==> config.mk <==
export PLATFORM = sky130hd
export DESIGN_NAME = mb_add_seq
export DESIGN_NICKNAME = d
export VERILOG_FILES = /design/src/rtl/mb_add_pkg.sv /design/src/rtl/mb_add_seq_byte_adder.sv /design/src/rtl/mb_add_seq.sv
export SDC_FILE = /design/constraint.sdc
export NUM_CORES = 1
export LEC_CHECK = 0
export CORE_UTILIZATION = 45
export CTS_CLUSTER_DIAMETER = 40
export DETAILED_ROUTE_END_ITERATION = 7
export PLACE_DENSITY = 0.81
export SLEW_MARGIN = 15
export SYNTH_ARGS = -nofsm -noshare
export SYNTH_HDL_FRONTEND = slang
export SYNTH_HIERARCHICAL = 1
export SYNTH_SLANG_ARGS = --single-unit
export TNS_END_PERCENT = 30
==> constraint.sdc <==
create_clock -name clk -period 7.56 [get_ports clk]
set_clock_uncertainty 0.2 [all_clocks]
set_input_delay 1.512 -clock clk [delete_from_list [all_inputs] [get_ports clk]]
set_output_delay 1.512 -clock clk [all_outputs]
set_load 0.05 [all_outputs]
==> src/rtl/mb_add_pkg.sv <==
// Shared types and constants for the multi-byte sequential adder.
package mb_add_pkg;
    localparam int BYTE_W        = 8;
    localparam int MAX_BYTES_DEF = 4;

    typedef enum logic {
        FIRST = 1'b0,
        MID   = 1'b1
    } state_t;
endpackage

==> src/rtl/mb_add_seq_byte_adder.sv <==
// Combinational 8-bit ripple-carry adder used for one byte of the carry chain.
module byte_adder
    import mb_add_pkg::*;
(
    input  logic              cin,
    input  logic [BYTE_W-1:0] a,
    input  logic [BYTE_W-1:0] b,
    output logic              cout,
    output logic [BYTE_W-1:0] s
);
    logic c;

    always_comb begin
        c = cin;
        s = '0;
        for (int i = 0; i < BYTE_W; i++) begin
            s[i] = a[i] ^ b[i] ^ c;
            c    = (a[i] & b[i]) | (c & (a[i] ^ b[i]));
        end
        cout = c;
    end
endmodule

==> src/rtl/mb_add_seq.sv <==
// Byte-serial multi-byte adder (LSB first) with valid/ready on both sides.
// Optional subtract mode is enabled by defining MB_ADD_SEQ_SUB_EN.
module mb_add_seq
    import mb_add_pkg::*;
#(
    parameter int MAX_BYTES = MAX_BYTES_DEF
) (
    input  logic              clk,
    input  logic              rst_n,
    input  logic              in_valid,
    output logic              in_ready,
    input  logic [BYTE_W-1:0] in_a,
    input  logic [BYTE_W-1:0] in_b,
    input  logic              in_last,
    output logic              out_valid,
    input  logic              out_ready,
    output logic [BYTE_W-1:0] out_sum,
    output logic              out_last,
    output logic              out_cout,
    output logic              out_err
`ifdef MB_ADD_SEQ_SUB_EN
    ,
    input  logic              op_sub
`endif
);
    localparam int CNT_W = $clog2(MAX_BYTES + 1);

    state_t            state_q, state_d;
    logic              carry_q, carry_d;
    logic [CNT_W-1:0]  cnt_q, cnt_d;
    logic              out_valid_q, out_valid_d;
    logic [BYTE_W-1:0] out_sum_q, out_sum_d;
    logic              out_last_q, out_last_d;
    logic              out_cout_q, out_cout_d;
    logic              out_err_q, out_err_d;

    logic              xfer_in, final_byte, sub_eff, cin, co;
    logic [BYTE_W-1:0] b_eff, sum;

`ifdef MB_ADD_SEQ_SUB_EN
    logic sub_q, sub_d;
    // op_sub is only looked at on the first byte; later bytes use the held copy.
    assign sub_eff = (state_q == FIRST) ? op_sub : sub_q;
    assign sub_d   = (xfer_in && state_q == FIRST) ? op_sub : sub_q;

    always_ff @(posedge clk or negedge rst_n) begin
        if (!rst_n) sub_q <= 1'b0;
        else        sub_q <= sub_d;
    end
`else
    assign sub_eff = 1'b0;
`endif

    assign in_ready   = !out_valid_q || out_ready;
    assign xfer_in    = in_valid && in_ready;
    assign final_byte = in_last || (cnt_q == CNT_W'(MAX_BYTES - 1));
    // Initial carry equals sub_eff: 0 for add, 1 for two's-complement subtract.
    assign cin        = (state_q == FIRST) ? sub_eff : carry_q;
    assign b_eff      = sub_eff ? ~in_b : in_b;

    byte_adder u_add (
        .cin  (cin),
        .a    (in_a),
        .b    (b_eff),
        .cout (co),
        .s    (sum)
    );

    always_comb begin
        state_d     = state_q;
        carry_d     = carry_q;
        cnt_d       = cnt_q;
        out_valid_d = out_valid_q;
        out_sum_d   = out_sum_q;
        out_last_d  = out_last_q;
        out_cout_d  = out_cout_q;
        out_err_d   = out_err_q;
        if (xfer_in) begin
            state_d     = final_byte ? FIRST : MID;
            carry_d     = final_byte ? 1'b0 : co;
            cnt_d       = final_byte ? '0 : cnt_q + 1'b1;
            out_valid_d = 1'b1;
            out_sum_d   = sum;
            out_last_d  = final_byte;
            out_cout_d  = final_byte & co;
            out_err_d   = final_byte & !in_last;
        end else if (out_valid_q && out_ready) begin
            out_valid_d = 1'b0;
        end
    end

    always_ff @(posedge clk or negedge rst_n) begin
        if (!rst_n) begin
            state_q     <= FIRST;
            carry_q     <= 1'b0;
            cnt_q       <= '0;
            out_valid_q <= 1'b0;
            out_sum_q   <= '0;
            out_last_q  <= 1'b0;
            out_cout_q  <= 1'b0;
            out_err_q   <= 1'b0;
        end else begin
            state_q     <= state_d;
            carry_q     <= carry_d;
            cnt_q       <= cnt_d;
            out_valid_q <= out_valid_d;
            out_sum_q   <= out_sum_d;
            out_last_q  <= out_last_d;
            out_cout_q  <= out_cout_d;
            out_err_q   <= out_err_d;
        end
    end

    assign out_valid = out_valid_q;
    assign out_sum   = out_sum_q;
    assign out_last  = out_last_q;
    assign out_cout  = out_cout_q;
    assign out_err   = out_err_q;
endmodule

==> results.py, run 1 <==
metrics = {
    "status": {
        "outcome": "finished clean",
    },
    "setup_path": {
        "cpPeakStageDelay_ns": 0.45,
        "rr_worst_depth": 16,
        "rr_endpoint": "out_cout",
        "worstSetupStartpointType": "input pin",
        "cp-end-kind": "register",
        "reg2reg_slack_ns": 3.55,
        "cp_max_fo": 2,
        "critPathRequiredTime_ns": 7.54,
        "crit_type": "input pin to register",
        "critical_path.cell_chain": "clkdlybuf4s50_1, fa_1, inv_1, fa_1, inv_1, fa_1, fa_1, fa_1, fa_1, fa_1, inv_1, fa_1, inv_1, nor2b_1, mux2_2",
        "reg2reg_from": "carry_q",
        "startpoint": "in_a[0]",
        "cpMostUsedCell": "fa_1",
        "cpMaxStageDelayCell": "clkdlybuf4s50_1",
        "cp_data_arrival_time_ns": 5.24,
    },
    "worst_hold_path": {
        "hp-start": "cnt_q[0]",
        "whs_path_depth": 1,
        "hold_class": "register to register",
        "hold_end": "cnt_q[0]",
    },
    "synth": {
        "ys_ff_latch": 17,
        "syn_area_sq_um": 942.2,
        "syn_avg_cell_area_sq_um": 13.27,
        "synth_compound_area_share_pct": 2.922,
        "synth_top_family_by_area": "adder cells",
        "synthXorXnorAreaFrac_pct": 0,
        "synthTopCellsByArea": "dfrtp_1, fa_1, mux2_2",
        "ys_warn_count": 6,
        "netlist_instances": 71,
        "ys.flop_type": "dfrtp_1",
        "ys_types": 19,
        "yosys.area_share.adder_pct": 19.65,
        "synth_nets": 102,
        "post-synth-top-count-cell": "dfrtp_1",
        "synth_edf_count": 0,
        "synth_simple_gate_area_share_pct": 8.101,
        "yosys.area.top_type": "dfrtp_1",
        "synth_top_cell_area_share_pct": 45.15,
        "async_reset_ff_share_pct": 100.0,
        "yosys-top-cells-count": "dfrtp_1, inv_1, fa_1, mux2_2",
        "muxShareOfSynthArea_pct": 14.61,
        "yosysSeqAreaShare_pct": 45.15,
    },
    "power": {
        "powerDensity_nw_per_um2": 239.5,
        "leakagePower_nw": 0.5885,
        "finalPower_uw": 310.1,
        "peakVddDrop_v": 0.0001519,
    },
    "cts": {
        "cts_tree": "done",
        "cts-root-buf": "clkbuf_4",
        "cts_resized": 0,
        "cts_buffer_depth": 2,
        "cts.sinks": 17,
        "clk_latency_ns": 0.28,
        "post_cts_buffers": 0,
        "htreeDepth": 1,
        "numCtsBuffers": 3,
        "clkTransAtPathRegs_ns": 0.09,
        "ctsHoldBuffers": 0,
    },
    "route": {
        "wl_per_cell_um": 11.99,
        "drc_errors": 0,
        "drtIter0Drc": 8,
        "vias_per_cell": 4.773,
        "vias": 630,
        "firstDrtPassIters": 4,
        "drt-total-wl_um": 1583,
        "ant_nets": 0,
    },
    "global_route": {
        "grt_max_degree": 18,
        "groute.usage.overall_pct": 15.20,
        "antenna_found_initial": 0,
        "grt_pass1_wl_um": 2339,
        "grt_pass1_vias": 567,
        "overflow": 0,
    },
    "final_layout": {
        "antennaDiodeCount": 0,
        "layout.nets": 137,
        "drive_gt1_share_pct": 14.29,
        "fin_util_pct": 66.01,
        "area_growth_pct": 37.45,
    },
    "sta": {
        "worstMarginPinSlew_ns": 0.7397,
        "clock.fmax_mhz": 190.0,
        "finalSetupViolations": 0,
        "finalCritPeriodShare_pct": 69.60,
        "fin_setup_tns_ns": 0,
        "hold_violations": 0,
        "maxSlewHeadroom_pct": 50.53,
        "rsz0062_at_grt": "false",
        "period_needed_ns": 5.262,
        "maxSlewViolCount": 0,
    },
    "floorplanning": {
        "core_sq_um": 1962,
        "die-width_um": 47.76,
        "start_util_pct": 48.02,
        "die_h_um": 47.76,
        "ioPinCount": 34,
        "die-area_sq_um": 2281,
        "row_count": 16,
    },
    "placement": {
        "portBuffers": 33,
        "dpl.hpwl_um": 1304,
        "routabilityCongestion": 0.6760,
    },
    "flow_run": {
        "maxCapViolCount": 0,
    },
}
==> critical path, delay by kind of cell <==
family	cells	cell delay (ns)
fa+ha+maj	8	2.64
buf+inv	5	0.70
mux	1	0.27
simple gates	1	0.12
==> per-layer routing <==
metal  track usage, %  vias to the layer above  share of wire, %
met1            19.36                      310                40
met2            26.49                       27                55
met3            2.264                        0               5.4
met4            5.000                        0                 0
met5                0                        -                 0
li1                 -                      293                 -
==> cell usage in the layout (no fill, tap or decap) <==
| master | netlist | final |
|---|---|---|
| fa_1 | 8 | 8 |
| mux2_4 | 4 | 4 |
| nand4_1 | 2 | 2 |
| inv_1 | 14 | 14 |
| or2b_1 | 1 | 1 |
| nor2b_1 | 2 | 2 |
| nand4b_1 | 1 | 1 |
| o21ai_0 | 4 | 4 |
| mux2i_1 | 1 | 1 |
| nor2_1 | 2 | 2 |
| and2_4 | 1 | 1 |
| clkbuf_4 | 0 | 3 |
| clkbuf_1 | 0 | 1 |
| clkdlybuf4s50_1 | 0 | 33 |
| o21a_1 | 1 | 1 |
| nand3_1 | 1 | 1 |
| ha_1 | 2 | 2 |
| nand2b_4 | 1 | 1 |
| dfrtp_1 | 17 | 17 |
| mux2_2 | 6 | 6 |
==> stage by stage <==
step | hold slack, ns | setup WS (ns) | area, sq um | instances
finish | 0.2914 | 2.298 | 1295 | 132
global route | 0.3140 | 2.159 | 1295 | 132
CTS | 0.2934 | 2.260 | 1295 | 132
detailed placement | 0.2804 | 1.960 | 1269 | 128
global placement | 0.2713 | 2.052 | 1269 | 128
floorplan | 0.2573 | 2.595 | 942.2 | 71
==> how the worst max path moves through the flow <==
stage                     slack [ns]        to  depth (start not counted)
after detailed placement        1.96  out_cout                         15
after floorplan                 2.60  out_cout                         14
after global routing            2.16  out_cout                         15
final                           2.30  out_cout                         15
after CTS                       2.26  out_cout                         15
after global placement          2.05  out_cout                         15
==> cell families (layout without fill, tap and decap cells) <==
group                    Yosys count  after routing
flip-flops                        17             17
multiplexers                      11             11
adder cells (fa/ha/maj)           10             10
AO/OA/AOI/OAI                      5              5
AND/OR/NAND/NOR                   11             11
buffers and inverters             17             51
==> power by group <==
group	internal (mW)	total, mW	switching (mW)	leakage, nW
Clock	0.0205	0.0468	0.0263	0.0150
Combinational	0.0597	0.143	0.0833	0.367
Sequential	0.110	0.120	0.0102	0.207
==> area by class of cell <==
type / instances / area (sq um)
Fill cell: 166 / 666.9
Multi-Input combinational cell: 37 / 426.7
Sequential cell: 17 / 425.4
Timing Repair Buffer: 33 / 330.3
Inverter: 14 / 52.55
Tap cell: 27 / 33.78
Clock buffer: 4 / 26.28
==> flip-flops by register name (all words and copies together) (netlist names) <==
name	cells
out_err	1
state_q	1
out_cout	1
carry_q	1
out_last	1
out_valid	1
out_sum	8
cnt_q	3
Power figures use the tool's default switching activity.
==> run 2, diff against run 1 <==
--- a/config.mk
+++ b/config.mk
@@ -5,10 +5,10 @@
 export SDC_FILE = /design/constraint.sdc
 export NUM_CORES = 1
 export LEC_CHECK = 0
-export CORE_UTILIZATION = 45
+export CORE_UTILIZATION = 43
 export CTS_CLUSTER_DIAMETER = 40
 export DETAILED_ROUTE_END_ITERATION = 7
-export PLACE_DENSITY = 0.81
+export PLACE_DENSITY = 0.77
 export SLEW_MARGIN = 15
 export SYNTH_ARGS = -nofsm -noshare
 export SYNTH_HDL_FRONTEND = slang
==> constraint.sdc (replaced) <==
create_clock -name clk -period 5.1 [get_ports clk]
set_clock_uncertainty 0.2 [all_clocks]
set_input_delay 1.02 -clock clk [delete_from_list [all_inputs] [get_ports clk]]
set_output_delay 1.02 -clock clk [all_outputs]
set_load 0.05 [all_outputs]
==> results.py, run 2 (synthesis results as in run 1) <==
metrics = {
    "sta": {
        "fin_setup_tns_ns": 0,
        "worstMarginPinSlew_ns": 0.7455,
        "maxSlewViolCount": 0,
        "finalSetupViolations": 0,
        "rsz0062_at_grt": "false",
        "hold_violations": 0,
        "maxSlewHeadroom_pct": 50.14,
        "period_needed_ns": 4.772,
        "finalCritPeriodShare_pct": 93.56,
        "holdWs_ns": 0.2968,
        "clock.fmax_mhz": 209.6,
    },
    "route": {
        "drt-total-wl_um": 1641,
        "wl_per_cell_um": 12.43,
        "drtIter0Drc": 10,
        "vias_per_cell": 4.621,
        "ant_nets": 0,
        "firstDrtPassIters": 3,
        "vias": 610,
        "drc_errors": 0,
    },
    "setup_path": {
        "crit_type": "input pin to register",
        "cpPeakStageDelay_ns": 0.43,
        "cp-end-kind": "register",
        "crit_buf_inv": 5,
        "worstSetupStartpointType": "input pin",
        "cpMostUsedCell": "fa_1",
        "rr_worst_depth": 16,
        "path_depth": 15,
        "cpMaxStageDelayCell": "clkdlybuf4s50_1",
        "cp_max_fo": 2,
        "critical_path.cell_chain": "clkdlybuf4s50_1, fa_1, inv_1, fa_1, inv_1, fa_1, fa_1, fa_1, fa_1, fa_1, inv_1, fa_1, inv_1, nor2b_1, mux2_2",
        "cp_data_arrival_time_ns": 4.75,
        "crit_family": "adder cells",
        "critPathRequiredTime_ns": 5.08,
    },
    "worst_hold_path": {
        "whs_path_depth": 1,
        "hold_class": "register to register",
    },
    "global_route": {
        "antenna_found_initial": 0,
        "overflow": 0,
        "groute.usage.overall_pct": 17.17,
        "grt_max_degree": 18,
        "grt_pass1_wl_um": 2960,
        "grt_pass1_vias": 639,
    },
    "power": {
        "peakVddDrop_v": 0.0002235,
        "p_comb_share_pct": 46.0,
        "seqPwrFrac_pct": 38.4,
        "finalPower_uw": 462.2,
        "p_sw_uw": 180.0,
        "switching_share_pct": 38.95,
        "leakagePower_nw": 0.5885,
        "powerDensity_nw_per_um2": 356.9,
        "power.share.clock_pct": 15.6,
        "intPower_uw": 282.2,
    },
    "cts": {
        "ctsHoldBuffers": 0,
        "cts.sinks": 17,
        "clk_latency_ns": 0.29,
        "cts-root-buf": "clkbuf_4",
        "cts_tree": "done",
        "cts_resized": 0,
        "htreeDepth": 1,
        "clkTransAtPathRegs_ns": 0.10,
        "cts_buffer_depth": 2,
        "post_cts_buffers": 0,
        "numCtsBuffers": 3,
    },
    "final_layout": {
        "layout.nets": 137,
        "fin_util_pct": 64.69,
        "final_area_sq_um": 1295,
        "largest_register_ffs": 8,
        "layout_common_cells": "clkdlybuf4s50_1, dfrtp_1, inv_1",
        "regArea_sq_um": 425.4,
        "area_growth_pct": 37.45,
        "drive_gt1_share_pct": 14.29,
        "antennaDiodeCount": 0,
        "multi_input_area_sq_um": 426.7,
        "fillerInstances": 170,
        "final_common_cell": "clkdlybuf4s50_1",
    },
    "floorplanning": {
        "core_sq_um": 2002,
        "die-width_um": 48.81,
        "start_util_pct": 47.06,
        "die-area_sq_um": 2382,
        "die_h_um": 48.81,
        "row_count": 16,
        "ioPinCount": 34,
    },
    "placement": {
        "post_dp_cell_area_sq_um": 1269,
        "routabilityCongestion": 0.7141,
        "dpl.hpwl_um": 1272,
        "portBuffers": 33,
    },
    "flow_run": {
        "maxCapViolCount": 0,
    },
    "status": {
        "outcome": "finished clean",
    },
}
[run 2: metrics by stage]
stage                     instances  worst slack (ns)
after floorplan                  71            0.6274
after global placement          128           0.04481
after detailed placement        128           0.01298
after CTS                       132            0.3168
after global routing            132            0.1644
final                           132            0.3284
[run 2: per-layer routing]
layer	up-vias	track usage [%]	wire, um
li1	291	-	-
met1	297	20.78	691
met2	20	28.47	858
met3	2	3.115	75
met4	0	10.29	16
met5	-	0	0
[run 2: path summary, 6_finish.rpt]
| path | start | endpoint | slack, ns |
|---|---|---|---|
| max in group asynchronous | rst_n | out_sum[5] | 3.27 |
| worst min-delay path | out_last | out_last | 0.30 |
| worst max-delay path | in_a[0] | out_cout | 0.33 |
| worst min register to register | out_last | out_last | 0.30 |
| worst max register to register | state_q | out_cout | 1.06 |
| min in group asynchronous | rst_n | out_sum[1] | 0.96 |
[run 2: power by group through the flow]
stage               Sequential [mW]  Combinational (mW)  Clock (mW)
floorplan                     0.258              0.0607           0
global placement              0.179               0.210           0
detailed placement            0.181               0.214           0
CTS                           0.179               0.216      0.0746
global route                  0.182               0.229      0.0793
finish                        0.178               0.213      0.0719
[run 2: area by class of cell]
cell class              count  area share [%]
multi-input cells          37           32.95
repair buffers             33           25.51
clock buffers               4           2.029
well taps                  27           2.609
flip-flops and latches     17           32.85
inverters                  14           4.058
==> run 3, diff against run 2 <==
--- a/config.mk
+++ b/config.mk
@@ -5,10 +5,13 @@
 export SDC_FILE = /design/constraint.sdc
 export NUM_CORES = 1
 export LEC_CHECK = 0
-export CORE_UTILIZATION = 43
+export CELL_PAD_IN_SITES_DETAIL_PLACEMENT = 0
+export CELL_PAD_IN_SITES_GLOBAL_PLACEMENT = 1
+export CORE_MARGIN = 4
+export CORE_UTILIZATION = 34
 export CTS_CLUSTER_DIAMETER = 40
 export DETAILED_ROUTE_END_ITERATION = 7
-export PLACE_DENSITY = 0.77
+export PLACE_DENSITY_LB_ADDON = 0.1
 export SLEW_MARGIN = 15
 export SYNTH_ARGS = -nofsm -noshare
 export SYNTH_HDL_FRONTEND = slang
==> results.py, run 3 (synthesis results as in run 1) <==
metrics = {
    "sta": {
        "worstMarginPinSlew_ns": 0.8025,
        "maxSlewHeadroom_pct": 46.33,
        "holdWs_ns": 0.2905,
        "rsz0062_at_grt": "false",
        "setup_ws_ns": 0.3662,
        "maxSlewViolCount": 0,
        "finalSetupViolations": 0,
        "clock.fmax_mhz": 211.2,
        "period_needed_ns": 4.734,
        "finalCritPeriodShare_pct": 92.82,
        "fin_setup_tns_ns": 0,
        "hold_violations": 0,
    },
    "route": {
        "ant_nets": 0,
        "vias_per_cell": 4.556,
        "drtIter0Drc": 8,
        "drc_errors": 0,
        "drt-total-wl_um": 1671,
        "wl_per_cell_um": 12.38,
        "vias": 615,
        "firstDrtPassIters": 2,
    },
    "setup_path": {
        "cp-end-kind": "register",
        "critPathRequiredTime_ns": 5.09,
        "cp_max_fo": 2,
        "cpPeakStageDelay_ns": 0.43,
        "worstSetupStartpointType": "input pin",
        "cpMostUsedCell": "fa_1",
        "critical_path.cell_chain": "clkdlybuf4s50_1, fa_1, inv_1, fa_1, inv_1, fa_1, fa_1, fa_1, fa_1, fa_1, inv_1, fa_1, inv_1, nor2b_1, mux2_2",
        "cp_data_arrival_time_ns": 4.72,
        "reg2reg_slack_ns": 1.08,
        "cpMaxStageDelayCell": "clkdlybuf4s50_1",
        "rr_worst_depth": 16,
        "crit_type": "input pin to register",
        "rr_endpoint": "out_cout",
        "reg2reg_from": "carry_q",
    },
    "global_route": {
        "overflow": 0,
        "groute.usage.overall_pct": 9.885,
        "grt_max_degree": 18,
        "grt_pass1_vias": 609,
        "grt_pass1_wl_um": 2677,
        "antenna_found_initial": 0,
    },
    "floorplanning": {
        "row_count": 18,
        "start_util_pct": 36.70,
        "die-width_um": 60.64,
        "die-area_sq_um": 3677,
        "die_h_um": 60.64,
        "ioPinCount": 34,
        "core_sq_um": 2567,
    },
    "cts": {
        "numCtsBuffers": 3,
        "cts_buffer_depth": 2,
        "cts.sinks": 17,
        "post_cts_buffers": 0,
        "clk_latency_ns": 0.29,
        "cts-root-buf": "clkbuf_4",
        "clkTransAtPathRegs_ns": 0.10,
        "cts_tree": "done",
        "ctsHoldBuffers": 0,
        "htreeDepth": 1,
        "cts_resized": 0,
    },
    "final_layout": {
        "final_common_cell": "clkdlybuf4s50_1",
        "fin_util_pct": 50.58,
        "layout_common_cells": "clkdlybuf4s50_1, dfrtp_1, inv_1",
        "area_growth_pct": 37.85,
        "fillerInstances": 261,
        "antennaDiodeCount": 0,
        "largest_register_ffs": 8,
        "layout.nets": 137,
        "drive_gt1_share_pct": 14.29,
    },
    "worst_hold_path": {
        "hold_class": "register to register",
        "hp-start": "cnt_q[0]",
        "hold_end": "cnt_q[0]",
        "whs_path_depth": 1,
    },
    "status": {
        "outcome": "finished clean",
    },
    "flow_run": {
        "maxCapViolCount": 0,
    },
    "power": {
        "finalPower_uw": 462.2,
        "powerDensity_nw_per_um2": 355.8,
        "peakVddDrop_v": 0.0002414,
        "leakagePower_nw": 0.5885,
    },
    "placement": {
        "place_ws_ns": -0.0007980,
        "routabilityCongestion": 0.6686,
        "dpl.hpwl_um": 1283,
        "portBuffers": 33,
    },
}
[run 3: cell counts in the layout (fill, tap and decap cells not counted)]
Identical to the previous run, type by type.
[run 3: metrics by stage]
step / instances / cell area [sq um]
finish: 135 / 1299
global route: 135 / 1299
CTS: 135 / 1299
detailed placement: 131 / 1272
global placement: 131 / 1272
floorplan: 71 / 942.2
[run 3: area by class of cell]
cell class                 count  area (sq um)  area share (%)
clock buffer                   4         26.28           2.023
inverter                      14         52.55           4.046
multi-input combinational     37         426.7           32.85
sequential                    17         425.4           32.76
tap                           30         37.54           2.890
timing repair buffer          33         330.3           25.43
[run 3: worst max-delay path by stage]
stage,start,to
after floorplan,in_a[0],out_cout
after CTS,in_a[0],out_cout
after global placement,in_a[0],out_cout
after global routing,in_a[0],out_cout
final,in_a[0],out_cout
after detailed placement,in_a[0],out_cout
[run 3: layer usage]
| metal | vias up | global-route usage [%] | wire length, um |
|---|---|---|---|
| met5 | - | 0 | 0 |
| met4 | 0 | 1.858 | 0 |
| met3 | 0 | 4.255 | 150 |
| met2 | 20 | 15.73 | 784 |
| met1 | 302 | 12.70 | 736 |
| li1 | 293 | - | - |
[run 3: critical path, delay by kind of cell]
kind                     cells  cell delay (ns)
adder cells (fa/ha/maj)      8             2.64
buffers and inverters        5             0.68
multiplexers                 1             0.26
AND/OR/NAND/NOR              1             0.12
[run 3: power breakdown]
group | internal, mW | switching, mW
Clock | 0.0304 | 0.0431
Sequential | 0.163 | 0.0139
Combinational | 0.0886 | 0.123
Total | 0.282 | 0.180
